[src/rtl/usb3_ext_buf_stream_if.sv]
// Signal bundle between the USB 3.0 core external buffer ports, the IN sink
// stream and the OUT source stream. The slave view is the adapter itself.
interface usb3_ext_buf_stream_if;
    logic [31:0] sink_data;
    logic        sink_valid;
    logic        sink_last;
    logic        sink_ready;

    logic [8:0]  buf_in_addr;
    logic [31:0] buf_in_data;
    logic        buf_in_wren;
    logic        buf_in_request;
    logic        buf_in_ready;
    logic        buf_in_commit;
    logic [10:0] buf_in_commit_len;
    logic        buf_in_commit_ack;

    logic [8:0]  buf_out_addr;
    logic [31:0] buf_out_q;
    logic [10:0] buf_out_len;
    logic        buf_out_hasdata;
    logic        buf_out_arm;
    logic        buf_out_arm_ack;

    logic [31:0] source_data;
    logic        source_valid;
    logic        source_last;
    logic        source_ready;

    logic        in_pending;

    modport slave (
        input  sink_data, sink_valid, sink_last,
        output sink_ready,
        output buf_in_addr, buf_in_data, buf_in_wren,
        input  buf_in_request, buf_in_ready,
        output buf_in_commit, buf_in_commit_len,
        input  buf_in_commit_ack,
        output buf_out_addr,
        input  buf_out_q, buf_out_len, buf_out_hasdata,
        output buf_out_arm,
        input  buf_out_arm_ack,
        output source_data, source_valid, source_last,
        input  source_ready,
        output in_pending
    );

    modport master (
        output sink_data, sink_valid, sink_last,
        input  sink_ready,
        input  buf_in_addr, buf_in_data, buf_in_wren,
        output buf_in_request, buf_in_ready,
        input  buf_in_commit, buf_in_commit_len,
        output buf_in_commit_ack,
        input  buf_out_addr,
        output buf_out_q, buf_out_len, buf_out_hasdata,
        input  buf_out_arm,
        output buf_out_arm_ack,
        input  source_data, source_valid, source_last,
        output source_ready,
        input  in_pending
    );
endinterface

[src/rtl/usb3_ext_buf_stream.sv]
// Adapter between the USB 3.0 core external endpoint buffers and two
// valid/ready word streams. IN: sink words are written straight into the core
// buffer and committed. OUT: a received packet is read word by word through a
// 2-entry FIFO (covering the one-cycle buffer read latency) and re-armed.
module usb3_ext_buf_stream #(
    parameter int MAX_WORDS = 256
) (
    input  logic                   clk,
    input  logic                   reset_n,
    usb3_ext_buf_stream_if.slave   bus
);
    typedef enum logic [1:0] {IN_IDLE, IN_FILL, IN_COMMIT} in_state_t;
    typedef enum logic [1:0] {OUT_IDLE, OUT_READ, OUT_ARM} out_state_t;

    localparam logic [9:0] MAX_W = 10'(MAX_WORDS);

    // ---------------- IN path ----------------
    in_state_t   in_state_q, in_state_d;
    logic [8:0]  wc_q, wc_d;
    logic [10:0] clen_q, clen_d;
    logic        in_pending_q;
    logic        in_hs;
    logic [9:0]  wc_inc;

    assign in_hs  = (in_state_q == IN_FILL) && bus.sink_valid;
    assign wc_inc = {1'b0, wc_q} + 10'd1;

    // IN next-state: open buffer, count words, commit on last or length cap
    always_comb begin
        in_state_d = in_state_q;
        wc_d       = wc_q;
        clen_d     = clen_q;
        case (in_state_q)
            IN_IDLE: begin
                if (bus.buf_in_ready) begin
                    in_state_d = IN_FILL;
                    wc_d       = '0;
                end
            end
            IN_FILL: begin
                if (in_hs) begin
                    wc_d = wc_inc[8:0];
                    if (bus.sink_last || (wc_inc == MAX_W)) begin
                        in_state_d = IN_COMMIT;
                        clen_d     = {wc_inc[8:0], 2'b00};
                    end
                end
            end
            IN_COMMIT: begin
                if (bus.buf_in_commit_ack) in_state_d = IN_IDLE;
            end
            default: in_state_d = IN_IDLE;
        endcase
    end

    // IN state, word counter, latched commit length and request status
    always_ff @(posedge clk or negedge reset_n) begin
        if (!reset_n) begin
            in_state_q   <= IN_IDLE;
            wc_q         <= '0;
            clen_q       <= '0;
            in_pending_q <= 1'b0;
        end else begin
            in_state_q   <= in_state_d;
            wc_q         <= wc_d;
            clen_q       <= clen_d;
            in_pending_q <= bus.buf_in_request;
        end
    end

    assign bus.sink_ready        = (in_state_q == IN_FILL);
    assign bus.buf_in_wren       = in_hs;
    assign bus.buf_in_addr       = wc_q;
    assign bus.buf_in_data       = in_hs ? bus.sink_data : '0;
    assign bus.buf_in_commit     = (in_state_q == IN_COMMIT);
    assign bus.buf_in_commit_len = clen_q;
    assign bus.in_pending        = in_pending_q;

    // ---------------- OUT path ----------------
    out_state_t  out_state_q, out_state_d;
    logic [8:0]  nw_q, nw_d;
    logic [8:0]  raddr_q, raddr_d;
    logic        inflt_q, inflt_last_q;
    logic [31:0] fifo_data_q [2];
    logic [1:0]  fifo_last_q;
    logic        wptr_q, rptr_q;
    logic [1:0]  cnt_q;
    logic        pop, issue, issue_last;
    logic [1:0]  occ_after_pop, pending;
    logic [8:0]  nw_new;
    logic [1:0]  unused_len_lsb;

    // Word count is ceil(len/4) truncated to 9 bits
    assign {nw_new, unused_len_lsb} = bus.buf_out_len + 11'd3;

    // A word leaving this cycle frees its slot for a read issued this cycle,
    // which is what sustains one word per clock under continuous ready.
    assign pop           = (cnt_q != 2'd0) && bus.source_ready;
    assign occ_after_pop = cnt_q - {1'b0, pop};
    assign pending       = occ_after_pop + {1'b0, inflt_q};
    assign issue         = (out_state_q == OUT_READ) && (raddr_q != nw_q) && (pending < 2'd2);
    assign issue_last    = (raddr_q == nw_q - 9'd1);

    // OUT next-state: latch packet size, issue reads, re-arm after last word
    always_comb begin
        out_state_d = out_state_q;
        nw_d        = nw_q;
        raddr_d     = raddr_q;
        case (out_state_q)
            OUT_IDLE: begin
                if (bus.buf_out_hasdata) begin
                    nw_d        = nw_new;
                    raddr_d     = '0;
                    out_state_d = (nw_new == 9'd0) ? OUT_ARM : OUT_READ;
                end
            end
            OUT_READ: begin
                if (issue) raddr_d = raddr_q + 9'd1;
                if (pop && bus.source_last) out_state_d = OUT_ARM;
            end
            OUT_ARM: begin
                if (bus.buf_out_arm_ack) out_state_d = OUT_IDLE;
            end
            default: out_state_d = OUT_IDLE;
        endcase
    end

    // OUT state, packet word count and read address
    always_ff @(posedge clk or negedge reset_n) begin
        if (!reset_n) begin
            out_state_q <= OUT_IDLE;
            nw_q        <= '0;
            raddr_q     <= '0;
        end else begin
            out_state_q <= out_state_d;
            nw_q        <= nw_d;
            raddr_q     <= raddr_d;
        end
    end

    // Read-return tracking and the 2-entry output FIFO
    always_ff @(posedge clk or negedge reset_n) begin
        if (!reset_n) begin
            inflt_q        <= 1'b0;
            inflt_last_q   <= 1'b0;
            fifo_data_q[0] <= '0;
            fifo_data_q[1] <= '0;
            fifo_last_q    <= '0;
            wptr_q         <= 1'b0;
            rptr_q         <= 1'b0;
            cnt_q          <= '0;
        end else begin
            inflt_q      <= issue;
            inflt_last_q <= issue && issue_last;
            if (inflt_q) begin
                fifo_data_q[wptr_q] <= bus.buf_out_q;
                fifo_last_q[wptr_q] <= inflt_last_q;
                wptr_q              <= ~wptr_q;
            end
            if (pop) rptr_q <= ~rptr_q;
            cnt_q <= cnt_q + {1'b0, inflt_q} - {1'b0, pop};
        end
    end

    assign bus.source_valid = (cnt_q != 2'd0);
    assign bus.source_data  = fifo_data_q[rptr_q];
    assign bus.source_last  = bus.source_valid && fifo_last_q[rptr_q];
    assign bus.buf_out_addr = raddr_q;
    assign bus.buf_out_arm  = (out_state_q == OUT_ARM);
endmodule
[src/flat_wrapper.sv]
// flat-port wrapper written by rule: the top's interface ports become plain ports
module usb3_ext_buf_stream_flat 
#(
    parameter int MAX_WORDS = 256
)
  (clk, reset_n, bus_sink_data, bus_sink_valid, bus_sink_last, bus_sink_ready, bus_buf_in_addr, bus_buf_in_data, bus_buf_in_wren, bus_buf_in_request, bus_buf_in_ready, bus_buf_in_commit, bus_buf_in_commit_len, bus_buf_in_commit_ack, bus_buf_out_addr, bus_buf_out_q, bus_buf_out_len, bus_buf_out_hasdata, bus_buf_out_arm, bus_buf_out_arm_ack, bus_source_data, bus_source_valid, bus_source_last, bus_source_ready, bus_in_pending);
  usb3_ext_buf_stream_if bus_i ();
  input  logic clk;
  input  logic reset_n;
  input wire logic [$bits(bus_i.sink_data)-1:0] bus_sink_data;
  input wire logic [$bits(bus_i.sink_valid)-1:0] bus_sink_valid;
  input wire logic [$bits(bus_i.sink_last)-1:0] bus_sink_last;
  output wire logic [$bits(bus_i.sink_ready)-1:0] bus_sink_ready;
  output wire logic [$bits(bus_i.buf_in_addr)-1:0] bus_buf_in_addr;
  output wire logic [$bits(bus_i.buf_in_data)-1:0] bus_buf_in_data;
  output wire logic [$bits(bus_i.buf_in_wren)-1:0] bus_buf_in_wren;
  input wire logic [$bits(bus_i.buf_in_request)-1:0] bus_buf_in_request;
  input wire logic [$bits(bus_i.buf_in_ready)-1:0] bus_buf_in_ready;
  output wire logic [$bits(bus_i.buf_in_commit)-1:0] bus_buf_in_commit;
  output wire logic [$bits(bus_i.buf_in_commit_len)-1:0] bus_buf_in_commit_len;
  input wire logic [$bits(bus_i.buf_in_commit_ack)-1:0] bus_buf_in_commit_ack;
  output wire logic [$bits(bus_i.buf_out_addr)-1:0] bus_buf_out_addr;
  input wire logic [$bits(bus_i.buf_out_q)-1:0] bus_buf_out_q;
  input wire logic [$bits(bus_i.buf_out_len)-1:0] bus_buf_out_len;
  input wire logic [$bits(bus_i.buf_out_hasdata)-1:0] bus_buf_out_hasdata;
  output wire logic [$bits(bus_i.buf_out_arm)-1:0] bus_buf_out_arm;
  input wire logic [$bits(bus_i.buf_out_arm_ack)-1:0] bus_buf_out_arm_ack;
  output wire logic [$bits(bus_i.source_data)-1:0] bus_source_data;
  output wire logic [$bits(bus_i.source_valid)-1:0] bus_source_valid;
  output wire logic [$bits(bus_i.source_last)-1:0] bus_source_last;
  input wire logic [$bits(bus_i.source_ready)-1:0] bus_source_ready;
  output wire logic [$bits(bus_i.in_pending)-1:0] bus_in_pending;
  assign bus_i.sink_data = bus_sink_data;
  assign bus_i.sink_valid = bus_sink_valid;
  assign bus_i.sink_last = bus_sink_last;
  assign bus_sink_ready = bus_i.sink_ready;
  assign bus_buf_in_addr = bus_i.buf_in_addr;
  assign bus_buf_in_data = bus_i.buf_in_data;
  assign bus_buf_in_wren = bus_i.buf_in_wren;
  assign bus_i.buf_in_request = bus_buf_in_request;
  assign bus_i.buf_in_ready = bus_buf_in_ready;
  assign bus_buf_in_commit = bus_i.buf_in_commit;
  assign bus_buf_in_commit_len = bus_i.buf_in_commit_len;
  assign bus_i.buf_in_commit_ack = bus_buf_in_commit_ack;
  assign bus_buf_out_addr = bus_i.buf_out_addr;
  assign bus_i.buf_out_q = bus_buf_out_q;
  assign bus_i.buf_out_len = bus_buf_out_len;
  assign bus_i.buf_out_hasdata = bus_buf_out_hasdata;
  assign bus_buf_out_arm = bus_i.buf_out_arm;
  assign bus_i.buf_out_arm_ack = bus_buf_out_arm_ack;
  assign bus_source_data = bus_i.source_data;
  assign bus_source_valid = bus_i.source_valid;
  assign bus_source_last = bus_i.source_last;
  assign bus_i.source_ready = bus_source_ready;
  assign bus_in_pending = bus_i.in_pending;
  usb3_ext_buf_stream #(.MAX_WORDS(MAX_WORDS)) u_core (.clk(clk), .reset_n(reset_n), .bus(bus_i));
endmodule
[config.mk]
export PLATFORM = sky130hd
export DESIGN_NAME = usb3_ext_buf_stream_flat
export DESIGN_NICKNAME = d
export VERILOG_FILES = /design/src/rtl/usb3_ext_buf_stream_if.sv /design/src/rtl/usb3_ext_buf_stream.sv /design/src/flat_wrapper.sv
export SDC_FILE = /design/constraint.sdc
export NUM_CORES = 1
export LEC_CHECK = 0
export CORE_UTILIZATION = 43
export DETAILED_ROUTE_END_ITERATION = 10
export PLACE_DENSITY_LB_ADDON = 0.08
export SKIP_CTS_REPAIR_TIMING = 1
export SYNTH_ARGS = -nofsm -noshare
export SYNTH_HDL_FRONTEND = slang
export SYNTH_SLANG_ARGS = --single-unit
export TNS_END_PERCENT = 50
[constraint.sdc]
create_clock -name clk -period 2.49 [get_ports clk]
set_clock_uncertainty 0.1 [all_clocks]
set_input_delay 0.249 -clock clk [delete_from_list [all_inputs] [get_ports clk]]
set_output_delay 0.249 -clock clk [all_outputs]
set_load 0.02 [all_outputs]
==> results of run 1 <==
kinds of logic (layout without fill, tap and decap cells):
kind of cell / after synthesis / in the layout / share of synthesized area [%]
AND/OR/NAND/NOR: 157 / 157 / 13.8
flip-flops: 113 / 113 / 48.2
buffers and inverters: 46 / 259 / 3.26
XOR/XNOR: 35 / 35 / 5.48
adder cells (fa/ha/maj): 5 / 5 / 1.07
other: 1 / 2 / 0.0639
multiplexers: 104 / 104 / 19.8
AO/OA/AOI/OAI: 73 / 73 / 8.34
worst register-to-register path, stage by stage, from the launching register on:
cell	delay (ps)
dfrtp_1	380
nor2_2	140
inv_2	50
nand2_2	70
inv_2	50
ha_4	250
inv_2	40
ha_4	150
xor3_1	200
or2_0	220
a31o_2	260
or4_4	520
a21oi_2	150
how the worst max path moves through the flow:
| stage | cells past startpoint | to | slack [ps] | start |
|---|---|---|---|---|
| global route | 12 | u_core.bus.buf_out_addr[5] | -230 | u_core.cnt_q[1] |
| floorplan | 13 | u_core.bus.buf_out_addr[7] | -210 | u_core.cnt_q[0] |
| CTS | 12 | u_core.bus.buf_out_addr[5] | -270 | u_core.cnt_q[0] |
| detailed placement | 11 | u_core.bus.buf_out_addr[5] | -410 | bus_source_ready |
| finish | 12 | u_core.bus.buf_out_addr[5] | -150 | u_core.cnt_q[1] |
| global placement | 11 | u_core.bus.buf_out_addr[7] | -280 | bus_source_ready |
final cells by class:
class                           count  area share (%)
Tap cell                          176            2.51
Clock buffer                       18            5.00
Inverter                           13           0.556
Sequential cell                   113            32.2
Clock inverter                     14            2.07
Timing Repair Buffer              214            24.6
Multi-Input combinational cell    376            33.1
per-layer routing:
metal | vias up | routed length, um
li1 | 2300 | -
met1 | 2328 | 6180
met2 | 147 | 7030
met3 | 15 | 908
met4 | 0 | 139
met5 | - | 0
Yosys cell counts, types with 2 or more instances:
master,instances
or4_1,3
a21o_1,8
clkinv_1,2
a31oi_1,2
nand3_1,8
a221o_1,3
nand2_1,48
a211oi_1,2
dfrtp_1,113
or2_2,2
nor2b_1,3
inv_1,11
and3_1,38
xnor2_1,14
mux2_2,98
nor3_1,7
nor4b_1,2
a21oi_1,6
buf_1,3
nand2b_1,5
and2_1,4
nor2_1,20
buf_2,3
mux2i_1,6
o21ai_0,28
or3_1,4
buf_4,2
clkbuf_1,24
ha_1,5
nor4_1,4
xor2_1,20
o31ai_1,9
nand4_1,5
power breakdown:
group          total [uW]  internal (uW)  switching [uW]
registers            3080           2580             496
clock network        2490           1610             877
logic                5530           2990            2540
total               11100           7180            3910
per-stage QoR:
stage / cells / instance area [um^2]
finish: 924 / 8770
global route: 924 / 8770
CTS: 917 / 8630
detailed placement: 885 / 8010
global placement: 885 / 8010
floorplan: 535 / 5880
flip-flops by register name, summed over array words and instances (netlist names), 2 cells and up:
register,cells
u_core.fifo_data_q,64
u_core.fifo_last_q,2
u_core.bus.buf_out_addr,9
u_core.in_state_q,2
u_core.out_state_q,2
u_core.bus.buf_in_addr,9
u_core.bus.buf_in_commit_len,9
u_core.nw_q,9
u_core.cnt_q,2
==> flow_metrics.env, run 1 <==
export IMPL_p_per_area_nw_per_um2=1260
export IMPL_ys_seq_area_share_pct=48.2
export IMPL_synth_area_leaders="dfrtp_1, mux2_2, and3_1"
export IMPL_slew_headroom_pct=62.6
export IMPL_antenna_cells=0
export IMPL_pre_cts_slack_ps=-407
export IMPL_fmax_mhz=378
export IMPL_rsz0062_at_grt="true"
export IMPL_setup_viol=4
export IMPL_met2_usage_pct=36.1
export IMPL_drv_slew=0
export IMPL_netlist_area_um2=5870
export IMPL_syn_inst=534
export IMPL_cp_arrival_ps=2880
export IMPL_ios=185
export IMPL_final_core_util_pct=66.0
export IMPL_postRouteAntennaNets=0
export IMPL_root_buffer="clkbuf_16"
export IMPL_grt_pass1_vias=4875
export IMPL_r2r_slack_ps=-150
export IMPL_top_usage_layer="met2"
export IMPL_tightest_slew_ps=560
export IMPL_row_count=42
export IMPL_min_to="u_core.bus.in_pending"
export IMPL_worstHoldStart="bus_buf_in_request"
export IMPL_violations="setup timing"
export IMPL_cts_inserted_buffers=17
export IMPL_grt_usage_pct=21.0
export IMPL_dr_first_iter_drc_count=236
export IMPL_routedWlPerCell_um=15.4
export IMPL_drc=0
export IMPL_vdd_drop_max_mv=0.594
export IMPL_synthArstFlopShare_pct=100
export IMPL_antenna_found_initial=0
export IMPL_fillers=1046
export IMPL_register_area_um2=2830
export IMPL_die_width_um=119
export IMPL_p_total_uw=11100
export IMPL_fp_dieH_um=119
export IMPL_finalCritPeriodShare_pct=106
export IMPL_cp_top_family="simple AND/OR/NAND/NOR gates"
export IMPL_r2r_start="u_core.cnt_q[1]"
export IMPL_crit_path_max_incr_delay_ps=520
export IMPL_grt_pass1_wl_um=23700
export IMPL_startpoint_type="flop"
export IMPL_path_cells="nor2_2, inv_2, nand2_2, inv_2, ha_4, inv_2, ha_4, xor3_1, or2_0, a31o_2, or4_4, a21oi_2"
export IMPL_p_leak_uw=0.00416
export IMPL_fin_ws_ps=-154
export IMPL_synth_edff_count=0
export IMPL_finalSetupTns_ps=-248
export IMPL_layout_commonest_cell="clkdlybuf4s50_1"
export IMPL_start_util_pct=44.1
export IMPL_ys_warn_count=0
export IMPL_cts_tree="built"
export IMPL_grt_max_degree=43
export IMPL_dieArea_um2=14100
export IMPL_crit_slowest_cell="or4_4"
export IMPL_path_clk_slew_ps=60
export IMPL_coreArea_um2=13300
export IMPL_port_buffers=182
export IMPL_hold_violations=0
export IMPL_clkLatencyLatePin_ps=400
export IMPL_cts_sinks=113
export IMPL_vias=4790
export IMPL_rr_endpoint="u_core.bus.buf_out_addr[5]"
export IMPL_first_pass_iters=4
export IMPL_hold_path_class="in2reg"
export IMPL_ys_ff_latch=113
export IMPL_area_growth_pct=49.6
export IMPL_use_met3_pct=6.03
export IMPL_grt_overflow_total=0
export IMPL_crit_type="reg2reg"
export IMPL_nets=825
export IMPL_use_met1_pct=25.5
export IMPL_routabilityCongestion=0.837
export IMPL_vias_per_cell=5.18
export IMPL_synth_top_area_share_pct=48.2
export IMPL_synth_main_ff_cell="dfrtp_1"
export IMPL_drt_wl_total_um=14300
export IMPL_synth_avg_cell_area_um2=11.0
export IMPL_holdWs_ps=211
export IMPL_ff2ff_path_depth=12
export IMPL_path_common_cell="inv_2"
export IMPL_multi_input_area_um2=2900
export IMPL_synth_cell_types=55
export IMPL_crit_buf_inv=3
export IMPL_crit_fanout=6
export IMPL_hpwlAfterDp_um=10200
export IMPL_min_path_cells=1
export IMPL_crit_required_ps=2720
export IMPL_mostFrequentLayoutCells="clkdlybuf4s50_1, dfrtp_1, mux2_2"
export IMPL_timing_max_cap_violations=0
export IMPL_final_min_clock_period_ps=2640
export IMPL_clockBufferDepth=2
export IMPL_drive_gt1_share_pct=23.7
export IMPL_htree_levels=4
export IMPL_yosysTopAreaCell="dfrtp_1"
export IMPL_cp_end_kind="flop"
export IMPL_outcome="finished with violations"
(Power assumes the default switching activity.)
==> run 2: changes to the inputs <==
--- a/config.mk
+++ b/config.mk
@@ -6,6 +6,7 @@
 export NUM_CORES = 1
 export LEC_CHECK = 0
 export CORE_UTILIZATION = 43
+export CTS_CLUSTER_SIZE = 10
 export DETAILED_ROUTE_END_ITERATION = 10
 export PLACE_DENSITY_LB_ADDON = 0.08
 export SKIP_CTS_REPAIR_TIMING = 1
==> results of run 2 <==
Same layout as run 1: the final DEF is identical, and so are final timing and power.
==> run 3: changes to the inputs <==
--- a/config.mk
+++ b/config.mk
@@ -5,7 +5,7 @@
 export SDC_FILE = /design/constraint.sdc
 export NUM_CORES = 1
 export LEC_CHECK = 0
-export CORE_UTILIZATION = 43
+export CORE_UTILIZATION = 51
 export CTS_CLUSTER_SIZE = 10
 export DETAILED_ROUTE_END_ITERATION = 10
 export PLACE_DENSITY_LB_ADDON = 0.08
==> constraint.sdc (replaced) <==
create_clock -name clk -period 3.1 [get_ports clk]
set_clock_uncertainty 0.1 [all_clocks]
set_input_delay 0.31 -clock clk [delete_from_list [all_inputs] [get_ports clk]]
set_output_delay 0.31 -clock clk [all_outputs]
set_load 0.02 [all_outputs]
==> run 3 against run 2 <==
Against the previous run:
- via count fell by 0.17%
- critical path type unchanged
- the flow now finishes without violations
- design area down 3.4%
- sequential power is 19% lower
- non-clock buffer count decreased by 23
- largest cell class unchanged
- critical path depth is the same
- clock-buffer cell count rose by 3
- critical endpoint unchanged
==> flow_metrics.env, run 3 (synthesized netlist as in run 1, its figures left out) <==
export IMPL_swShare_pct=34.6
export IMPL_p_leak_uw=0.00370
export IMPL_antenna_found_initial=0
export IMPL_htree_levels=4
export IMPL_multi_input_area_um2=2860
export IMPL_crit_path_max_incr_delay_ps=510
export IMPL_drive_gt1_share_pct=19.7
export IMPL_layout_commonest_cell="clkdlybuf4s50_1"
export IMPL_tightest_slew_ps=764
export IMPL_postRouteAntennaNets=0
export IMPL_finalSetupTns_ps=0
export IMPL_die_width_um=109
export IMPL_crit_fanout=9
export IMPL_crit_type="reg2reg"
export IMPL_startpoint_type="flop"
export IMPL_mostFrequentLayoutCells="clkdlybuf4s50_1, dfrtp_1, mux2_2"
export IMPL_grt_overflow_total=0
export IMPL_post_place_cells=832
export IMPL_cts_inserted_buffers=17
export IMPL_power_frac_clock_pct=24.2
export IMPL_cts_sinks=113
export IMPL_nets=802
export IMPL_vias=4782
export IMPL_crit_slowest_cell="or4_1"
export IMPL_antenna_cells=0
export IMPL_setup_viol=0
export IMPL_seqPwrFrac_pct=28.6
export IMPL_cp_end_kind="flop"
export IMPL_timing_max_cap_violations=0
export IMPL_rsz0062_at_grt="false"
export IMPL_p_switching_uw=3040
export IMPL_instances_no_fill=865
export IMPL_area_growth_pct=44.5
export IMPL_hold_violations=0
export IMPL_grt_max_degree=68
export IMPL_cp_arrival_ps=3170
export IMPL_finalCritPeriodShare_pct=94.6
export IMPL_root_buffer="clkbuf_16"
export IMPL_vdd_drop_max_mv=0.639
export IMPL_p_comb_share_pct=47.2
export IMPL_ios=185
export IMPL_port_buffers=182
export IMPL_register_area_um2=2830
export IMPL_row_count=38
export IMPL_routabilityCongestion=0.885
export IMPL_drv_slew=0
export IMPL_grt_pass1_wl_um=23200
export IMPL_fillers=752
export IMPL_hold_path_class="in2reg"
export IMPL_drc=0
export IMPL_vias_per_cell=5.53
export IMPL_coreArea_um2=11000
export IMPL_cts_tree="built"
export IMPL_start_util_pct=53.2
export IMPL_grt_pass1_vias=4894
export IMPL_clockBufferDepth=2
export IMPL_slew_headroom_pct=48.9
export IMPL_p_per_area_nw_per_um2=1040
export IMPL_clkLatencyLatePin_ps=400
export IMPL_grt_usage_pct=25.6
export IMPL_path_common_cell="inv_1"
export IMPL_regMostFlops="u_core.fifo_data_q"
export IMPL_first_pass_iters=4
export IMPL_routedWlPerCell_um=17.0
export IMPL_dieArea_um2=11900
export IMPL_largest_reg_flops=64
export IMPL_hpwlAfterDp_um=10400
export IMPL_fmax_mhz=341
export IMPL_path_clk_slew_ps=50
export IMPL_holdWs_ps=246
export IMPL_outcome="finished, final reports clean"
export IMPL_intPower_uw=5740
export IMPL_dr_first_iter_drc_count=235
export IMPL_fp_dieH_um=109
export IMPL_final_min_clock_period_ps=2930
export IMPL_drt_wl_total_um=14700
export IMPL_path_cells="nor2_1, inv_1, nand2_1, inv_1, ha_1, inv_1, ha_1, xor3_1, or2_0, a31o_2, or4_1, a21oi_1"
export IMPL_crit_required_ps=3330
-- run 3: cell count changes in the layout (fill, tap and decap cells not counted), moves of 3 or more --
cell,previous run,this run
clkdlybuf4s50_1,158,181
dlymetal6s2s_1,23,0
buf_4,29,7
clkinv_2,0,5
clkinv_4,5,0
clkinvlp_4,4,1
inv_1,8,11
inv_2,3,0
-- run 3: power by group through the flow --
stage / registers [uW] / logic [uW] / clock network, uW
finish: 2510 / 4140 / 2130
global route: 2590 / 4420 / 2240
CTS: 2520 / 4180 / 2160
detailed placement: 2520 / 4140 / 0
global placement: 2470 / 4060 / 0
floorplan: 2470 / 2580 / 0
-- run 3: worst max-delay path, delay by kind of cell, from the launching register on --
family	cells	cell delay [ps]
adders and majority gates	2	430
xor gates and xnor gates	1	240
and+or+nand+nor	4	1070
DFF	1	380
buffers and inverters	3	210
AOI/OAI and AO/OA	2	440
-- run 3: area by class of cell --
cell class / count / share of cell area [%]
multi-input combinational: 376 / 33.7
inverter: 13 / 0.576
tap: 140 / 2.07
clock inverter: 11 / 2.15
timing repair buffer: 191 / 22.6
clock buffer: 21 / 5.55
sequential: 113 / 33.4
-- run 3: final timing paths --
path | from | to | slack (ps) | depth (start not counted)
worst max-delay path | u_core.cnt_q[1] | u_core.bus.buf_out_addr[5] | 170 | 12
worst min-delay path | bus_buf_in_request | u_core.bus.in_pending | 250 | 1
worst max register to register | u_core.cnt_q[1] | u_core.bus.buf_out_addr[5] | 170 | 12
worst min register to register | u_core.fifo_data_q[23] | u_core.fifo_data_q[23] | 400 | 1
max in group asynchronous | reset_n | u_core.fifo_data_q[58] | 1750 | 3
min in group asynchronous | reset_n | u_core.fifo_data_q[7] | 360 | 2
-- run 3: routing by layer --
layer / share of wire, % / GRT usage [%] / wire [um] / vias to the layer above
li1: - / - / - / 2259
met1: 40 / 28.9 / 5910 / 2328
met2: 52 / 45.8 / 7640 / 184
met3: 6.7 / 7.83 / 981 / 11
met4: 1.1 / 8.19 / 160 / 0
met5: 0 / 0 / 0 / -
-- run 3: stage by stage --
stage / worst slack (ps) / power [uW] / area [um^2] / utilization [%]
2_1_floorplan: 297 / 5050 / 5870 / -
3_3_place_gp: 172 / 6520 / 7820 / 70.8
3_5_place_dp: 62.6 / 6660 / 7820 / 70.8
4_1_cts: 140 / 8850 / 8470 / 76.8
5_1_grt: 2.14 / 9260 / 8480 / 76.9
6_report: 166 / 8780 / 8480 / 76.9
